--- config.mk ---
export PLATFORM = sky130hd
export DESIGN_NAME = alu_instruction_decoder
export DESIGN_NICKNAME = d
export VERILOG_FILES = /design/src/rtl/alu_instruction_decoder.sv
export SDC_FILE = /design/constraint.sdc
export NUM_CORES = 1
export LEC_CHECK = 0
export CAP_MARGIN = 30
export CORE_ASPECT_RATIO = 0.75
export CORE_UTILIZATION = 45
export DETAILED_ROUTE_END_ITERATION = 6
export HOLD_SLACK_MARGIN = 0.12
export PLACE_DENSITY = 0.85
export SLEW_MARGIN = 15
export SYNTH_ARGS = -nofsm -noshare
export SYNTH_HDL_FRONTEND = slang
export SYNTH_SLANG_ARGS = --single-unit
--- constraint.sdc ---
create_clock -name clock -period 2.75 [get_ports clock]
set_input_delay 0.55 -clock clock [delete_from_list [all_inputs] [get_ports clock]]
set_output_delay 0.55 -clock clock [all_outputs]
set_load 0.02 [all_outputs]
--- src/rtl/alu_instruction_decoder.sv ---
// RV32I OP / OP-IMM decoder with valid/ready handshake on both sides and a saturating legal-decode counter.
// Define ALU_DECODER_SKID_EN for a two-entry (output + skid) buffer with a registered instr_ready.
module alu_instruction_decoder #(
    parameter int COUNT_WIDTH = 16
) (
    input  logic                   clock,
    input  logic                   reset,
    input  logic                   flush,
    input  logic                   instr_valid,
    output logic                   instr_ready,
    input  logic [31:0]            instruction,
    output logic                   dec_valid,
    input  logic                   dec_ready,
    output logic [2:0]             funct3,
    output logic [6:0]             funct7,
    output logic                   opImm,
    output logic [31:0]            immediateI,
    output logic [4:0]             rs1Addr,
    output logic [4:0]             rs2Addr,
    output logic [4:0]             rdAddr,
    output logic                   illegal,
    output logic [COUNT_WIDTH-1:0] decodedCount
);

    localparam logic [6:0] OPC_OP    = 7'b0110011;
    localparam logic [6:0] OPC_OPIMM = 7'b0010011;
    localparam logic [6:0] F7_ZERO   = 7'b0000000;
    localparam logic [6:0] F7_ALT    = 7'b0100000;

    typedef struct packed {
        logic [2:0]  funct3;
        logic [6:0]  funct7;
        logic        op_imm;
        logic [31:0] imm;
        logic [4:0]  rs1;
        logic [4:0]  rs2;
        logic [4:0]  rd;
        logic        illegal;
    } dec_t;

    // Non-OP opcodes keep the OP field layout and are flagged illegal.
    function automatic dec_t decode(input logic [31:0] w);
        dec_t d;
        d.funct3  = w[14:12];
        d.funct7  = w[31:25];
        d.op_imm  = 1'b0;
        d.imm     = '0;
        d.rs1     = w[19:15];
        d.rs2     = w[24:20];
        d.rd      = w[11:7];
        d.illegal = 1'b1;
        case (w[6:0])
            OPC_OP: begin
                d.illegal = !((d.funct7 == F7_ZERO) ||
                              ((d.funct7 == F7_ALT) &&
                               ((d.funct3 == 3'b000) || (d.funct3 == 3'b101))));
            end
            OPC_OPIMM: begin
                d.op_imm = 1'b1;
                d.imm    = {{20{w[31]}}, w[31:20]};
                case (d.funct3)
                    3'b001:  d.illegal = (d.funct7 != F7_ZERO);
                    3'b101:  d.illegal = !((d.funct7 == F7_ZERO) || (d.funct7 == F7_ALT));
                    default: begin
                        d.funct7  = F7_ZERO;
                        d.illegal = 1'b0;
                    end
                endcase
            end
            default: ;
        endcase
        return d;
    endfunction

    dec_t in_dec;
    dec_t out_q;
    logic out_v;
    logic in_fire;
    logic out_fire;

    assign in_dec   = decode(instruction);
    assign in_fire  = instr_valid && instr_ready;
    assign out_fire = out_v && dec_ready;

`ifdef ALU_DECODER_SKID_EN
    dec_t skid_q;
    logic skid_v;

    // Ready comes straight from a flop, so dec_ready never reaches instr_ready.
    assign instr_ready = !skid_v;

    always_ff @(posedge clock or posedge reset) begin
        if (reset) begin
            out_q  <= '0;
            out_v  <= 1'b0;
            skid_q <= '0;
            skid_v <= 1'b0;
        end else if (flush) begin
            out_v  <= 1'b0;
            skid_v <= 1'b0;
        end else if (!out_v || dec_ready) begin
            // in_fire and skid_v are mutually exclusive, so order is preserved.
            if (skid_v) begin
                out_q  <= skid_q;
                out_v  <= 1'b1;
                skid_v <= 1'b0;
            end else if (in_fire) begin
                out_q <= in_dec;
                out_v <= 1'b1;
            end else begin
                out_v <= 1'b0;
            end
        end else if (in_fire) begin
            skid_q <= in_dec;
            skid_v <= 1'b1;
        end
    end
`else
    assign instr_ready = !out_v || dec_ready;

    always_ff @(posedge clock or posedge reset) begin
        if (reset) begin
            out_q <= '0;
            out_v <= 1'b0;
        end else if (flush) begin
            out_v <= 1'b0;
        end else if (in_fire) begin
            out_q <= in_dec;
            out_v <= 1'b1;
        end else if (out_fire) begin
            out_v <= 1'b0;
        end
    end
`endif

    // Counts handoffs of legal entries, including one that leaves on a flush edge.
    always_ff @(posedge clock or posedge reset) begin
        if (reset) begin
            decodedCount <= '0;
        end else if (out_fire && !out_q.illegal && (decodedCount != {COUNT_WIDTH{1'b1}})) begin
            decodedCount <= decodedCount + COUNT_WIDTH'(1);
        end
    end

    assign dec_valid  = out_v;
    assign funct3     = out_q.funct3;
    assign funct7     = out_q.funct7;
    assign opImm      = out_q.op_imm;
    assign immediateI = out_q.imm;
    assign rs1Addr    = out_q.rs1;
    assign rs2Addr    = out_q.rs2;
    assign rdAddr     = out_q.rd;
    assign illegal    = out_q.illegal;

endmodule

# Word-level counts from Yosys, hierarchy flattened
# Cells that the tools add are included.
# Widths: inputs -> output; s select.
# op_classes
n_reduce_logical,19
n_addsub,1
eq_ne,6
bitwise_logic,1
muxes,7
# op_table
cell,n
$mux 40,1
$add 16x1->16 const B,1
$ne 16x16->1 const B,1
$eq 7x6->1 const B,2
$eq 7x5->1 const B,1
$logic_not 7->1,1
$mux 7,1
$reduce_bool 7->1,1
$logic_and 1x1->1,5
$logic_not 1->1,4
$logic_or 1x1->1,4
$pmux 1 s2,2
$eq 3x1->1 const B,1
$eq 3x3->1 const B,1
$logic_not 3->1,1
$mux 1,3
$reduce_bool 3->1,1
$reduce_and 2->1,1
$reduce_or 2->1,1
$not 1->1,1
# word_totals
reg_bits,76
in_bits,37
elab_cells,44

# Logic depth before layout (Yosys ltp)
# Gate-level depths: netlist (run 1).
# depth
depth_word,6
mapped_depth,7
mapped_depth_nobuf,5

# Worst setup path after synthesis (run 1)
# No wires, ideal clock.
# synth_path
kind,reg-to-reg
from,reg decodedCount[0]
to,reg decodedCount[1]
setup_ns,0.125
t_required_ns,2.625
path_slack_ns,0.890
period_less_slack_ns,1.860
stages_incl_launch_ff,7
path_buffers,1
arrival_ns,1.734
path_cell_list,dfrtp_1 > ha_1 > and4_1 > and4bb_1 > buf_6 > nor2_1 > mux2_4
# synth_between
elab_chain_cells,2
# synth_lines
item,line,source
from (decl),22,output logic [COUNT_WIDTH-1:0] decodedCount
from (signal assigned),141,decodedCount <= decodedCount + COUNT_WIDTH'(1);
"parallel branches: the longest is 2 deep, another holds $add 16x1->16",--,
# Parallel ways; which one is timed is not known.
# A chain may end at the register's enable or synchronous reset.

# Worst setup path after layout (run 1)
# layout_path
from,in dec_ready
to,out instr_ready
# layout_between
elab_chain_cells,1
# layout_lines
item,line,source
from (decl),13,"input logic dec_ready,"
$logic_or 1x1->1,119,assign instr_ready = !out_v || dec_ready;
to (decl),10,"output logic instr_ready,"
# Every way passes these cells.

==> results list, run 1 <==
- The run finished with clean final reports.
- In this run the count of I/O pins placed on the die edge is 114.
- Footprint of the multi-input gates: approximately 960 sq um
- The H-tree was split into 2 levels.
- Once detail routing completed, the nets flagged for antenna violations numbered 0.
* Placement Cell Area: 3650 sq um
- Power spread over the standard cell area amounts to 537 nW/um^2.
- Number of enable flip-flop cells after synthesis: 0
- Met1 Use GR: 28.3%
* Post-synthesis share of cell area spent on and, or, nand and nor gates: 23.8%
- For the worst setup path, the data arrival time is 1.90 ns.
- Async set or reset register ratio after synthesis: 100%
- Critical Path End Type: output pin
* Post-CTS Setup Inserts: 0
- Once the floorplan was initialized, standard cells occupied 47.5% of the core.
- Peak ir drop on the vdd network: ~370 uV
* Chip Height: 67.6 microns
- Clock Sinks: 56
- The cell area that synthesis handed to floorplanning was 2580 sq um.
* Grt ovf: 0
- Portion of the post-synthesis area used by sequential elements: 54.3%
* Synthesized netlist cell count: 260
- For this run, the leading register cell type out of synthesis is dfrtp_1.
* Storage cell area: approximately 1400 sq um
- Post-Synthesis Mean Instance Area: 9.93 sq um
- The number of antenna violations at the first check in global routing came to 0.
- Fill cells in the final layout number 418.
- Core ar.: ~5400 sq um
* Share of synthesized cell area in full adder, half adder and majority cells: 0.485%
- In this run the worst path has a maximum fanout of 3.
* Count of hold buffers inserted by post-cts repair: 0
* Clock period minus worst slack: 2.45 ns
- Once detailed placement completed, the half-perimeter wirelength came to 4.45 mm.
- Relative to the synthesized area, the layout overhead comes to 45.2%.
- Most crowded layer after global routing: met2
* Combinational family with the most area after synthesis: simple AND/OR/NAND/NOR gates
* Unique masters post-synth: 39
- Min-Delay Path Class: register to register
* Achievable clock frequency: 408 MHz
* CP Data Required Time: about 2.2 ns
- The routed design has 6.12 mm of wire.
* Grt met3 use: 9.78%
- The tree is rooted in a clkbuf_8.
- Number of DRC violations after detailed-routing iteration 0: around 100
- The final layout contains 394 nets.
* Fraction of layout cells with a size suffix above 1: 6.44%
- After routing, the total negative slack on setup checks comes to 0 ns.
- Complex-gate fraction of the synthesized area: under 10%
- Clock Pin Slew Worst Setup and Hold Paths: 0.10 ns
- Num CTS Buffers: 5
- For the pin with the worst max-slew slack, the measured transition is 0.586 ns.
- Startpoint of the worst hold path: rdAddr[4]
- In this run the tool buffered the top-level ports with 113 buffer cells.
* Worst Setup SP: dec_ready
* WL/cell: 14.2 microns
- Post-synthesis xor/xnor area fraction: 4.07%
- TritonCTS built the clock tree.
- The later pin in the worst-skew pair is clocked with a latency of 0.32 ns.
- The worst setup path is launched from a primary input.
- Max capacitance violation total: 0
* Number of rows in the core area: 23
* Final Setup Violations: 0
- Synthesis inferred 56 register bits.
* Worst Clk Skew: 0.00895 ns
- Die Area: 6050 sq um
- The critical path is of the primary input to output pin type.
- The library cells used most frequently in the layout, excluding fill and tap cells, are clkdlybuf4s50_1 (113), nand2_1 (77), dfrtp_1 (56).
- Dividing the detail-routed via count by the number of cells gives 4.96.
* Most frequent cell on the critical path: clkdlybuf4s50_1
- For this run, design rule violations remaining after detail routing come to 0.
- The Yosys step of the flow raised 0 warnings.
- On the worst path, the slowest cell contributes a delay of 0.55 ns.
- No sink is reached through more buffers than the 2 on the longest clock path.
- Antenna fix cells: 0
- Overall die width: 89.5 microns
- Post-CTS repair changed the size of 0 cells.
- The first global-routing pass estimated 9.94 mm of wire.
- Across every metal layer, demand over resource in global routing totals between 20 and 25%.
- Counting every net in the synthesized netlist gives about 300.
- The slowest stage of the critical path is the clkdlybuf4s50_1 cell.
- The total count of max-transition violations in the final report came to 0.
- Setup repair after global routing missed its margin: false
- Maximum number of pins on one net before global-route repair: 40
- The worst register-to-register path begins at decodedCount[0].
- Detailed-routing iteration count for the pre-antenna-repair pass: 4
* GPL Wtd Cong: approximately 0.76
- Final cell area excluding filler cells: about 3700 sq um
- The routed layout has 2143 vias.
- Leaving out fill and tap cells, the most frequent cell in the layout is clkdlybuf4s50_1.
- The via count of the first global-routing pass is 2040.
- Fin. Hold Viols: 0
- In the global route stage, met2 resource usage came out at approximately a third.
- Measured against the total synthesized area, the mux share comes to about 1.8%.
- Worst max-slew margin expressed relative to the limit: 60.9%
- Final worst path period share: 89.1%
- The analysis attributes to cell leakage a power of 1.70 nW.
- Traced cell by cell, the critical path runs through clkdlybuf4s50_1 -> nor2b_2 -> inv_1 -> clkdlybuf4s50_1.
state kept, by name (all words and copies together) (netlist names):
register	count
dec_valid	1
funct3	3
immediateI	12
rs2Addr	5
illegal	1
funct7	7
rs1Addr	5
decodedCount	16
opImm	1
rdAddr	5
worst paths after layout:
check | endpoint | slack [ns] | cells past startpoint
min | rdAddr[4] | 0.49 | 2
min reg2reg | rdAddr[4] | 0.49 | 2
min in group asynchronous | funct7[3] | 0.60 | 2
max reg2reg | decodedCount[1] | 0.84 | 5
max in group asynchronous | funct3[0] | 1.60 | 3
max | instr_ready | 0.30 | 4
cell type report:
class                           count  share of cell area [%]
Tap cell                           75                    2.50
Timing Repair Buffer              117                    31.3
Clock inverter                      3                   0.701
Clock buffer                        5                    1.84
Multi-Input combinational cell    170                    25.7
Sequential cell                    56                    37.4
Inverter                            6                   0.601
kinds of logic (layout without fill, tap and decap cells):
logic type,Yosys count,count (layout)
compound gates,29,29
xor+xnor,12,12
fa+ha+maj,1,1
buf+inv,34,131
flops,56,56
mux,4,4
simple gates,124,124
through the flow:
| step | hold WS [ns] | setup WS [ns] | total power, mW | instances | utilization (%) |
|---|---|---|---|---|---|
| after floorplan | 0.578 | 0.829 | 1.27 | 260 | - |
| after detailed placement | 0.466 | 0.296 | 1.56 | 423 | 67.0 |
| final | 0.487 | 0.299 | 2.01 | 432 | 68.9 |
| after global placement | 0.457 | 0.320 | 1.54 | 423 | 67.0 |
| after CTS | 0.492 | 0.296 | 2.03 | 431 | 68.8 |
| after global routing | 0.511 | 0.240 | 2.12 | 432 | 68.9 |
routing by layer:
| layer | vias up | wire length [microns] |
|---|---|---|
| li1 | 1039 | - |
| met1 | 1025 | 2570 |
| met2 | 75 | 2970 |
| met3 | 4 | 533 |
| met4 | 0 | 41 |
| met5 | - | 0 |
synth_stat cells, types with 5 or more instances:
master,instances,share of area [%]
a21oi_1,17,3.3
a22o_1,7,2.4
buf_2,5,0.97
buf_4,22,6.4
dfrtp_1,56,54
inv_1,6,0.87
nand2_1,77,11
nand3_1,7,1.4
nor2_1,10,1.5
nor3_1,6,1.2
xor2_1,9,3.1
power by group:
part / internal (mW) / leakage (nW) / switching [mW] / total (mW)
sequential: 0.904 / 0.718 / 0.0628 / 0.966
combinational: 0.285 / 0.937 / 0.287 / 0.573
clock: 0.186 / 0.0487 / 0.287 / 0.473
total: 1.38 / 1.70 / 0.637 / 2.01
critical path, delay by kind of cell:
family | cells | cell delay (ns)
buffers and inverters | 3 | 1.11
and+or+nand+nor | 1 | 0.24
No activity file was read; power rests on OpenSTA's default activity.
==> inputs of run 2 (changes only) <==
==> config.mk (replaced) <==
export PLATFORM = sky130hd
export DESIGN_NAME = alu_instruction_decoder
export DESIGN_NICKNAME = d
export VERILOG_FILES = /design/src/rtl/alu_instruction_decoder.sv
export SDC_FILE = /design/constraint.sdc
export NUM_CORES = 1
export LEC_CHECK = 0
export CORE_ASPECT_RATIO = 0.75
export CORE_UTILIZATION = 47
export CTS_BUF_LIST = sky130_fd_sc_hd__clkbuf_4
export DETAILED_ROUTE_END_ITERATION = 6
export HOLD_SLACK_MARGIN = 0.12
export PLACE_DENSITY = 0.88
export SYNTH_ARGS = -nofsm -noshare
export SYNTH_HDL_FRONTEND = slang
export SYNTH_SLANG_ARGS = --single-unit
==> results list, run 2 (same netlist as run 1, synthesis figures left out) <==
- The flow ran to the end, and the final reports show no timing, DRC or antenna violations.
* Detailed-routing iteration count for the pre-antenna-repair pass: 4
- Buffers added to address setup during post-CTS repair amount to 0.
- The worst setup path is of the primary input to output pin kind.
- Most frequent cell on the critical path: clkdlybuf4s50_1
- Startpoint of the worst hold path: rs2Addr[3]
* Count of non-filler cells in the finished layout: 428
- Most common library cell in the layout ignoring fill and taps: clkdlybuf4s50_1
- Family with the most delay on the worst path: buffers and inverters
- Clock Sinks: 56
- The final layout contains routed wiring with a total length of around 6.4 mm.
- In this run the static leakage power is approximately 1.7 nW.
- Max capacitance violation total: 0
- Max-slew violation count: 0
- In the routed design, unresolved DRC markers number 0.
* Count of hold buffers inserted by post-cts repair: 0
* Max incr delay on CP: 0.55 ns
* Terminus of the critical flop-to-flop path: decodedCount[1]
- CP Data Required Time: 2.20 ns
- Chip Height: between 60 and 70 microns
* Num CTS Buffers: 5
- Dividing the detail-routed via count by the number of cells gives 5.10.
* Setup TNS: 0 ns
- Entering global routing, the biggest net connects 32 pins.
* Remaining number of nets flagged by the antenna check after routing: 0
- Clock-pin slew was measured on the worst setup and hold paths at 0.14 ns.
- STA classifies the critical path endpoint as an output pin.
* Launch instance of the worst register-to-register path: decodedCount[0]
- The initial utilization of the core area, before any placement, comes to approximately half.
* Register-to-register path setup slack: just over 0.8 ns
* Area overhead of the layout relative to synthesis: 43.1%
- Walking the worst path, the cells encountered are clkdlybuf4s50_1 -> nor2b_2 -> inv_1 -> clkdlybuf4s50_1.
- Worst-Margin Slew: 0.604 ns
* End point of the worst hold path: rs2Addr[3]
* Post-CTS Resized: 0
- Final Setup Violations: 0
* Number of primary I/O pins: 114
* Clock period minus worst slack: 2.45 ns
- At the end of the flow, the number of nets in the layout was 394.
- On the critical path, the stage with the largest delay is an instance of clkdlybuf4s50_1.
- Global-route wire length before repair: 10.2 mm
* Number of cells on the worst reg-to-reg path: 5
* Vias in the first global route: ~2200
- Initial antenna violation count: 0
- Element type at the critical path start: primary input
* H-Tree Depth: 2
- The congestion estimate from routability-driven global placement came to 0.792.
- Peak ir drop on the vdd network: between 300 and 400 uV
- Final worst path period share: 88.9%
* Cell at the root of the clock tree: clkbuf_4
- The worst hold path passes through 2 cells.
* Overall die width: 87.6 microns
- Most frequent cells in the layout: clkdlybuf4s50_1 (113), nand2_1 (77), dfrtp_1 (56)
- The number of hold violations in the final report was 0.
* Worst Clk Skew: 0.00485 ns
* Antenna fix cells: 0
- Die Area: 5800 sq um
- Power spread over the standard cell area amounts to around 500 nW/um^2.
- Setup repair after global routing missed its margin: false
* Worst max-slew margin expressed relative to the limit: between 50% and 60%
- In the final layout, the share of cells above drive strength 1 is 6.18%.
- The number of buffers and inverters on the critical path is 3.
- Total design power: 1.88 mW
- Clk_lat worst skew: 0.37 ns
- CTS max path bufs: 2
- Global routing used 23.2% of the available tracks.
* WL/cell: 15.0 microns
* Number of rows in the core area: 22
* Final Hold Slack: just under 0.5 ns
- Summed over all nets, the half-perimeter wirelength after detailed placement is 4.73 mm.
* Highest net fanout along the worst path: 3
- In this run, placement finished with an instance count of 421.
- The detailed router finished its first iteration with between 100 and 150 violations.
- The register with the most flip-flops in the final layout is decodedCount.
- The worst hold path belongs to the class register to register.
- Port Buffers: 113
- Total number of vias: 2183
- For this run the aggregate overflow at the end of global routing stands at 0.
- Data arrival time of the critical path: 1.90 ns
- Achievable clock frequency: 409 MHz
- Core ar.: 5090 sq um
- The register with the most flip-flops in the layout has 16 of them.
* TritonCTS clock tree: yes
==> run 2: metal layers <==
metal | wire length [microns] | share of wire (%) | GRT usage [%] | vias to the layer above
met3 | 523 | 8.2 | 8.61 | 16
met1 | 2650 | 41 | 28.4 | 1044
li1 | - | - | - | 1040
met2 | 3100 | 48 | 38.3 | 83
met4 | 128 | 2.0 | 7.38 | 0
met5 | 0 | 0 | 0 | -
==> run 2: stage by stage <==
stage               cell area (sq um)  setup slack [ns]  util (%)
global placement                 3640             0.362      71.5
CTS                              3690             0.308      72.5
finish                           3690             0.305      72.5
detailed placement               3640             0.310      71.5
floorplan                        2580             0.829         -
global route                     3690             0.264      72.5
==> run 2: where the power goes <==
group / total, mW / switching, mW / internal [mW]
Sequential: 0.968 / 0.0642 / 0.904
Combinational: 0.575 / 0.290 / 0.285
Clock: 0.341 / 0.236 / 0.105
==> run 2: worst register-to-register path: stages (launching register included) <==
cell,delay (ns)
dfrtp_1,0.48
ha_1,0.29
and4_1,0.21
and4bb_1,0.41
nor2_1,0.13
mux2_4,0.31
==> run 2: worst max path at each step <==
| stage | from | end | slack, ns | cells after the start |
|---|---|---|---|---|
| CTS | dec_ready | instr_ready | 0.31 | 4 |
| global route | immediateI[30] | immediateI[15] | 0.26 | 1 |
| finish | dec_ready | instr_ready | 0.30 | 4 |
| global placement | dec_ready | instr_ready | 0.36 | 4 |
| detailed placement | dec_ready | instr_ready | 0.31 | 4 |
| floorplan | reset | dec_valid | 0.83 | 1 |
==> run 2: final cells by class <==
| cell class | count | area, sq um |
|---|---|---|
| flip-flops and latches | 56 | 1400 |
| well taps | 72 | 90.1 |
| fillers | 384 | 1400 |
| inverters | 6 | 22.5 |
| multi-input cells | 170 | 956 |
| clock buffers | 6 | 45.0 |
| clock inverters | 1 | 5.00 |
| repair buffers | 117 | 1170 |
==> inputs of run 3 (changes only) <==
--- a/config.mk
+++ b/config.mk
@@ -5,12 +5,14 @@
 export SDC_FILE = /design/constraint.sdc
 export NUM_CORES = 1
 export LEC_CHECK = 0
+export CAP_MARGIN = 20
 export CORE_ASPECT_RATIO = 0.75
 export CORE_UTILIZATION = 47
 export CTS_BUF_LIST = sky130_fd_sc_hd__clkbuf_4
+export CTS_CLUSTER_DIAMETER = 120
 export DETAILED_ROUTE_END_ITERATION = 6
 export HOLD_SLACK_MARGIN = 0.12
-export PLACE_DENSITY = 0.88
+export PLACE_DENSITY = 0.9
 export SYNTH_ARGS = -nofsm -noshare
 export SYNTH_HDL_FRONTEND = slang
 export SYNTH_SLANG_ARGS = --single-unit
==> results list, run 3 (same netlist as run 1, synthesis figures left out) <==
- Fin. Hold Viols: 0
* Grt ovf: 0
- Effective utilization at floorplan: 50.7%
* Most common library cell in the layout ignoring fill and taps: clkdlybuf4s50_1
- The floorplan step defined a die boundary enclosing 5800 sq um.
- The total count of max-transition violations in the final report was 0.
* Remaining number of nets flagged by the antenna check after routing: 0
- In this run the most critical hold path is launched from funct3[2].
- The worst register-to-register path has a setup slack of ~0.80 ns.
* Fraction of layout cells with a size suffix above 1: 6.42%
* Placement Cell Area: between 3000 and 4000 sq um
* Per-cell via count in the routed design: around 5
- The congestion estimate from routability-driven global placement came to between 0.8 and 0.9.
* Fill cell instance count of the final layout: 381
- End point of the worst hold path: funct3[2]
- The finished cells cover approximately 3700 sq um.
- The worst setup path is captured at an output pin.
- Clock latency on the worst-skew pair, taken at its later pin, is 0.37 ns.
- The run finished with clean final reports.
- In this run the number of cells on the critical path is 4.
* Data arrival time of the critical path: 1.93 ns
* Kind of critical path: primary input to output pin
- For met2 alone, demand over resource in global routing was 36.5%.
* Number of DRC violations after detailed-routing iteration 0: 110
* CTS max path bufs: 2
- Launch instance of the worst register-to-register path: decodedCount[0]
- CTS built an H-tree with a depth of 2.
* Wire length reported by the detailed router: 6.18 mm
- After the last flow step, the layout net total stands at 395.
- In this run the horizontal extent of the chip is around 88 microns.
* Power density cells: ~510 nW/um^2
- Dividing the final minimum period by the clock period gives 90.3%.
* Maximum number of pins on one net before global-route repair: 33
* Max incr delay on CP: about 0.54 ns
- At the pin with the least slew margin, the transition time is 0.543 ns.
- STA puts the critical path data required time at 2.20 ns.
* Highest net fanout along the worst path: 3
- The region available for standard cell placement spans 5090 sq um.
- Post-CTS timing repair inserted 0 buffers for setup.
* Detailed-routing iteration count for the pre-antenna-repair pass: 4
* Post-DP HPWL: 4.66 mm
* Terminus of the critical flop-to-flop path: decodedCount[1]
* Peak ir drop on the vdd network: between 300 and 400 uV
- Buffers & Inverters on Critical Path: 3
- Setup repair after global routing missed its margin: false
* Worst Clk Skew: 0.0134 ns
* Setup TNS: 0 ns
* Leakage: around 1.7 nW
* Clock period minus worst slack: 2.48 ns
- In this design, the largest share of critical-path delay is due to buffers and inverters.
* Number of rows in the core area: 22
- The via count of the first global-routing pass came to approximately 2100.
* Initial antenna violation count: 0
- Global routing used between 7 and 8% of the available met3 tracks.
- Met1 Use GR: 28.7%
- Clock-pin slew was measured on the worst setup and hold paths at 0.15 ns.
- CTS placed an instance of clkbuf_4 at the clock tree root.
- The tool flagged a number of max-cap violations equal to 0.
- Post-CTS Resized: 0
- Chip Height: 66.2 microns
- Summing all multi-input logic gate instances after layout gives 962 sq um.
- After detailed routing, the number of remaining DRC violations is 0.
- Number of cells on the worst reg-to-reg path: 5
- The signal on the critical path passes through clkdlybuf4s50_1 -> nor2b_2 -> inv_1 -> clkdlybuf4s50_1.
- Antenna fix cells: 0
- decodedCount holds more flip-flops than any other register.
* Total design power: 1.89 mW
- In this run the tightest slew margin relative to its limit is 63.8%.
- The register with the most flip-flops in the layout has 16 of them.
- In the layout the commonest cells are clkdlybuf4s50_1 (113), nand2_1 (77), dfrtp_1 (56).
* Number of primary I/O pins: 114
* Element type at the critical path start: primary input
* TritonCTS clock tree: yes
- Hold repair after CTS inserted 0 buffers.
- In the final routed layout, each cell accounts on average for 14.4 microns.
- Summing all flip-flop and latch instances after layout gives between 1000 and 1500 sq um.
* Global router's overall resource usage: 22.7%
- TritonCTS created 5 clock buffers.
- Clock Sinks: 56
- Final Hold Slack: 0.492 ns
- Static timing analysis puts the maximum clock frequency at 402 MHz.
- Most frequent cell on the critical path: clkdlybuf4s50_1
- Global-route wire length before repair: 9.95 mm
- Min-Delay Path Class: register to register
- Most crowded layer after global routing: met2
- Summing over every cut layer, the via total after detailed routing is 2179.
* Port Buffers: 113
- At the end of the flow the core is filled with cells to 72.9%.
- Compared with the post-synthesis result, the final layout area differs by 43.9%.
- The worst hold path was traced through 2 stages.
* Final Setup Violations: 0
- Master of the slowest instance on the critical path: clkdlybuf4s50_1
==> run 3: layout make-up <==
class                   count  area share [%]
clock inverters             3           0.505
multi-input cells         170            25.9
flip-flops and latches     56            37.7
clock buffers               5            1.01
inverters                   6           0.606
well taps                  72            2.43
repair buffers            118            31.8
==> run 3: through the flow <==
step           worst slack, ns  instances
6_report                 0.265        430
4_1_cts                  0.254        430
3_5_place_dp             0.253        422
3_3_place_gp             0.287        422
5_1_grt                  0.222        430
2_1_floorplan            0.829        260
==> run 3: worst max path at each step <==
stage / from / to / slack [ns]
after floorplan: reset / dec_valid / 0.83
after global placement: dec_ready / instr_ready / 0.29
after detailed placement: dec_ready / instr_ready / 0.25
after CTS: dec_ready / instr_ready / 0.25
after global routing: dec_ready / instr_ready / 0.22
final: dec_ready / instr_ready / 0.27
==> run 3: power breakdown <==
part | internal, mW | total, mW | switching, mW
Clock | 0.0969 | 0.351 | 0.254
Combinational | 0.287 | 0.576 | 0.289
Sequential | 0.904 | 0.965 | 0.0615
==> run 3: per-layer routing <==
layer | wire (microns) | share of wire (%) | vias up
li1 | - | - | 1038
met1 | 2600 | 42 | 1026
met2 | 2950 | 48 | 109
met3 | 569 | 9.2 | 6
met4 | 65 | 1.1 | 0
met5 | 0 | 0 | -
==> run 3: worst reg2reg max path: stages (launching register included) <==
cell      delay [ns]
dfrtp_1         0.49
ha_1            0.28
and4_1          0.22
and4bb_1        0.42
nor2_1          0.14
mux2_4          0.31
